$ cat src/rtl/axi_tri_write_slave.sv
// axi_tri_write_slave
// AXI4-Lite write-channel responder that gathers one triangle as six 32-bit
// words (offsets 0x00-0x14), then pushes the assembled 192-bit descriptor
// into the triangle FIFO. The write response is withheld until the FIFO
// accepts the descriptor, so FIFO backpressure reaches the host.
// Optional build macro: TRI_AREA_CHECK_EN rejects a zero inv_area (word 5)
// with SLVERR and does not push that descriptor.
//
// state  | meaning
// IDLE   | accepting AW and W independently until both are latched
// COMMIT | decode address, store word, pick error/push/response path
// PUSH   | tri_valid held until the FIFO takes the descriptor
// RESP   | axi_bvalid held until the master takes the response

module axi_tri_write_slave #(
    parameter int C_AXI_DATA_WIDTH = 32,
    parameter int C_AXI_ADDR_WIDTH = 5,
    parameter int TRI_WORDS        = 6
) (
    input  logic                                  axi_aclk,
    input  logic                                  axi_areset,
    input  logic [C_AXI_ADDR_WIDTH-1:0]           axi_awaddr,
    input  logic                                  axi_awvalid,
    output logic                                  axi_awready,
    input  logic [C_AXI_DATA_WIDTH-1:0]           axi_wdata,
    input  logic                                  axi_wvalid,
    output logic                                  axi_wready,
    output logic [1:0]                            axi_bresp,
    output logic                                  axi_bvalid,
    input  logic                                  axi_bready,
    output logic [TRI_WORDS*C_AXI_DATA_WIDTH-1:0] tri_data,
    output logic                                  tri_valid,
    input  logic                                  tri_ready,
    output logic [15:0]                           tri_count
);

    localparam logic [1:0] S_IDLE   = 2'd0;
    localparam logic [1:0] S_COMMIT = 2'd1;
    localparam logic [1:0] S_PUSH   = 2'd2;
    localparam logic [1:0] S_RESP   = 2'd3;

    localparam logic [1:0] RESP_OKAY   = 2'b00;
    localparam logic [1:0] RESP_SLVERR = 2'b10;

    localparam logic [2:0] LAST_IDX = 3'(TRI_WORDS - 1);

    logic [1:0]                            r_state;
    logic                                  r_aw_latched;
    logic                                  r_w_latched;
    logic [C_AXI_ADDR_WIDTH-1:0]           r_addr;
    logic [C_AXI_DATA_WIDTH-1:0]           r_wdata;
    logic [C_AXI_DATA_WIDTH-1:0]           r_word [TRI_WORDS];
    logic [TRI_WORDS*C_AXI_DATA_WIDTH-1:0] r_tri_data;
    logic [15:0]                           r_tri_count;
    logic [1:0]                            r_bresp;

    logic                                  w_aw_hs;
    logic                                  w_w_hs;
    logic [2:0]                            w_idx;
    logic                                  w_addr_err;
    logic [TRI_WORDS*C_AXI_DATA_WIDTH-1:0] w_tri_next;

    // Readies are forced low while reset is asserted, not just after it.
    assign axi_awready = !axi_areset && (r_state == S_IDLE) && !r_aw_latched;
    assign axi_wready  = !axi_areset && (r_state == S_IDLE) && !r_w_latched;

    assign w_aw_hs    = axi_awvalid && axi_awready;
    assign w_w_hs     = axi_wvalid && axi_wready;
    assign w_idx      = r_addr[4:2];
    assign w_addr_err = (r_addr[1:0] != 2'b00) || (w_idx > LAST_IDX);

    assign axi_bvalid = (r_state == S_RESP);
    assign axi_bresp  = r_bresp;
    assign tri_valid  = (r_state == S_PUSH);
    assign tri_data   = r_tri_data;
    assign tri_count  = r_tri_count;

    // Descriptor image with the incoming last word spliced over the stored one.
    always_comb begin
        w_tri_next = '0;
        for (int i = 0; i < TRI_WORDS; i++) begin
            if (i == TRI_WORDS - 1)
                w_tri_next[i*C_AXI_DATA_WIDTH +: C_AXI_DATA_WIDTH] = r_wdata;
            else
                w_tri_next[i*C_AXI_DATA_WIDTH +: C_AXI_DATA_WIDTH] = r_word[i];
        end
    end

    // Sequencer: latch AW/W, commit the word, push on the last word, respond.
    always_ff @(posedge axi_aclk or posedge axi_areset) begin
        if (axi_areset) begin
            r_state      <= S_IDLE;
            r_aw_latched <= 1'b0;
            r_w_latched  <= 1'b0;
            r_addr       <= '0;
            r_wdata      <= '0;
            r_tri_data   <= '0;
            r_tri_count  <= '0;
            r_bresp      <= RESP_OKAY;
            for (int i = 0; i < TRI_WORDS; i++)
                r_word[i] <= '0;
        end else begin
            case (r_state)
                S_IDLE: begin
                    if (w_aw_hs) begin
                        r_aw_latched <= 1'b1;
                        r_addr       <= axi_awaddr;
                    end
                    if (w_w_hs) begin
                        r_w_latched <= 1'b1;
                        r_wdata     <= axi_wdata;
                    end
                    if (r_aw_latched && r_w_latched)
                        r_state <= S_COMMIT;
                end
                S_COMMIT: begin
                    if (w_addr_err) begin
                        r_bresp <= RESP_SLVERR;
                        r_state <= S_RESP;
                    end else begin
                        r_word[w_idx] <= r_wdata;
                        r_bresp       <= RESP_OKAY;
                        if (w_idx == LAST_IDX) begin
`ifdef TRI_AREA_CHECK_EN
                            // Zero inv_area is a degenerate triangle: keep the
                            // word but never hand it to the rasterizer.
                            if (r_wdata == '0) begin
                                r_bresp <= RESP_SLVERR;
                                r_state <= S_RESP;
                            end else begin
                                r_tri_data <= w_tri_next;
                                r_state    <= S_PUSH;
                            end
`else
                            r_tri_data <= w_tri_next;
                            r_state    <= S_PUSH;
`endif
                        end else begin
                            r_state <= S_RESP;
                        end
                    end
                end
                S_PUSH: begin
                    if (tri_ready) begin
                        r_tri_count <= r_tri_count + 16'd1;
                        r_state     <= S_RESP;
                    end
                end
                S_RESP: begin
                    if (axi_bready) begin
                        r_aw_latched <= 1'b0;
                        r_w_latched  <= 1'b0;
                        r_state      <= S_IDLE;
                    end
                end
                default: r_state <= S_IDLE;
            endcase
        end
    end

endmodule

$ cat config.mk
export PLATFORM = sky130hd
export DESIGN_NAME = axi_tri_write_slave
export DESIGN_NICKNAME = d
export VERILOG_FILES = /design/src/rtl/axi_tri_write_slave.sv
export SDC_FILE = /design/constraint.sdc
export NUM_CORES = 1
export LEC_CHECK = 0
export CORE_MARGIN = 2
export CORE_UTILIZATION = 40
export CTS_BUF_LIST = sky130_fd_sc_hd__clkbuf_4
export CTS_CLUSTER_DIAMETER = 100
export DETAILED_ROUTE_END_ITERATION = 16
export GPL_ROUTABILITY_DRIVEN = 0
export HOLD_SLACK_MARGIN = 0.05
export PLACE_DENSITY = 0.71
export SLEW_MARGIN = 20
export SYNTH_ARGS = -nofsm -noshare
export SYNTH_HDL_FRONTEND = slang
export SYNTH_SLANG_ARGS = --single-unit
$ cat constraint.sdc
create_clock -name axi_aclk -period 18.9 [get_ports axi_aclk]
set_input_delay 3.78 -clock axi_aclk [delete_from_list [all_inputs] [get_ports axi_aclk]]
set_output_delay 3.78 -clock axi_aclk [all_outputs]
set_load 0.02 [all_outputs]
==> impl_metrics.yaml <==
clocking:
  post_cts_resized: 0
  cts_tree: "done"
  ctsHoldBuffers: 0
  clock_path_buffers: 3
  htreeDepth: 3
  cts_buffers: 106
  cts_num_sinks: 410
  post-cts-setup-buffers: 0
  cts_root_buffer: "clkbuf_4"
  clock_latency_ns: 0.79
  path_clk_slew_ns: 0.07
synthesis:
  synthDistinctLibCells: 28
  synthTopCellsByArea: "dfrtp_1, mux2_2, buf_2, ha_1, xnor2_1"
  ys_seq_area_share_pct: 66.58
  yosysWarnings: 0
  synth_top_area_share_pct: 66.58
  netlist_instances: 927
  yosys.area.top_type: "dfrtp_1"
  synth_area_um2: 15410
  synth-main-ff-cell: "dfrtp_1"
  async_reset_ff_share_pct: 100.0
  synth_edf_count: 0
  syn_nets: 976
  syn_avg_cell_area_um2: 16.62
  ys_ff_latch: 410
placed_design:
  dp.cells: 1667
  io_buffer_count: 255
  dp_hpwl_um: 21410
  dpl_worst_slack_ns: 9.817
  placed_area_um2: 18530
floorplanning:
  die_w_um: 200.3
  die_h_um: 200.3
  ios: 257
  rows: 71
  start_util_pct: 40.72
  core_area_um2: 37840
  die_area_um2: 40110
pwr:
  ir_worst_vdd_v: 0.00008488
  leakage_nw: 9.527
  p_total_mw: 3.268
  power_density_nw_per_um2: 165.4
detailed_routing:
  via_per_inst: 4.825
  dr.pass1.iters: 4
  post_drt_wl_per_cell_um: 18.44
  routed_wirelength_um: 33990
  ant_nets: 0
  vias: 8893
  dr.first_iter.drc_count: 214
  drc: 0
critical_path:
  r2r_slack_ns: 15.76
  ff2ff_path_depth: 6
  crit_required_ns: 15.12
  critPathKind: "in2out"
  startpoint_type: "input pin"
  crit_fanout: 4
  arrival_ns: 5.30
  cp-startpoint: "axi_areset"
  rr_endpoint: "tri_data[117]$_DFFE_PP0P_"
  setup.worst_path.end_class: "output pin"
  timing.rr.start: "r_state[1]$_DFFE_PP0P_"
worst_hold_path:
  hold_path_class: "reg2reg"
  hold_start: "r_word[167]$_DFFE_PP0P_"
  whs_path_depth: 1
  holdPathEnd: "tri_data[7]$_DFFE_PP0P_"
cells_and_area:
  drive_gt1_share_pct: 42.85
  final_common_cell: "dfrtp_1"
  areaGrowthSynthToFinish_pct: 28.24
  layout_common_cells: "dfrtp_1, mux2_2, clkdlybuf4s50_1"
  fin_util_pct: 52.22
  layout.nets: 1313
  final_cell_area_um2: 19760
  stdcell_count: 1843
global_route:
  antenna_found_initial: 2
  grt_max_degree: 127
  grt_usage_pct: 17.27
  first_global_vias: 9645
  grt_overflow: 0
  grt_pass1_wl_um: 54300
run_status:
  status: "finished, final reports clean"
sta:
  rsz0062_at_grt: "false"
  fin_crit_ns: 9.075
  fin_worst_skew_ns: 0.03889
  hold_ws_ns: 0.4670
  max_freq_mhz: 110.2
  slew_viol_final: 0
  worst_slew_pin_slew_ns: 1.036
  setup_viol: 0
  finalWorstSetupSlack_ns: 9.825
  max_slew_margin_pct: 30.70
  finalHoldViolCount: 0
  tns_ns: 0
  period_share_pct: 48.02
run:
  max_cap_viol_count: 0
[logic make-up (layout without fill, tap and decap cells)]
kind of cell / count (synthesis) / after routing / synth area share [%]
other cells: 1 / 5 / 0.02434
mux: 390 / 390 / 28.50
buf+inv: 47 / 448 / 1.478
xor+xnor: 15 / 15 / 0.8526
compound gates: 7 / 7 / 0.2923
simple gates: 51 / 51 / 1.786
fa+ha+maj: 6 / 6 / 0.4872
flops: 410 / 410 / 66.58
[cells in the mapped netlist (2+ instances only)]
library cell,instances
inv_1,7
o21ai_0,2
nand2b_1,2
dfrtp_1,410
nand4_1,6
nand2_1,13
buf_2,38
nand3_1,7
nor3b_2,2
nor2_1,13
xor2_1,7
and3_1,2
ha_1,6
xnor2_1,8
mux2_2,390
a21oi_1,2
[cell type report]
cell class	instances	area [um^2]
Inverter	7	33.78
Tap cell	511	639.4
Clock inverter	26	122.6
Multi-Input combinational cell	470	4938
Timing Repair Buffer	269	2661
Fill cell	3271	18080
Clock buffer	146	1096
Antenna cell	4	10.01
Sequential cell	410	10260
[where the power goes]
group | internal (mW) | switching (mW) | total [mW]
logic | 0.601 | 0.466 | 1.07
registers | 1.25 | 0.257 | 1.50
clock network | 0.353 | 0.345 | 0.698
[layer usage]
metal,GRT usage [%],wire length [um],vias to the layer above,part of all wire (%)
met5,0,0,-,0
met2,27.31,16170,228,48
met1,22.13,14920,4586,44
met4,6.164,690,0,2.0
met3,5.971,2215,62,6.5
li1,-,-,4017,-
[sequential cells by signal, summed over array words and instances (netlist names)]
register,cells
tri_data,192
r_word,160
r_wdata,32
tri_count,16
r_addr,5
r_state,2
axi_bresp,1
r_aw_latched,1
r_w_latched,1
[worst max-delay path: stages]
cell and delay, ns:
clkdlybuf4s50_1 0.51, nand2b_1 0.28, nor2_1 0.12, clkdlybuf4s50_1 0.61
[worst max path at each step]
stage                                     to  slack (ns)  depth (start not counted)
finish                            axi_wready        9.82                          4
global placement                  axi_wready        9.81                          4
CTS                               axi_wready        9.81                          4
global route                     axi_awready        9.74                          4
detailed placement                axi_wready        9.82                          4
floorplan           axi_bresp[1]$_DFFE_PP0P_        3.71                          1
Note: power is estimated with default switching activity, not from simulation.
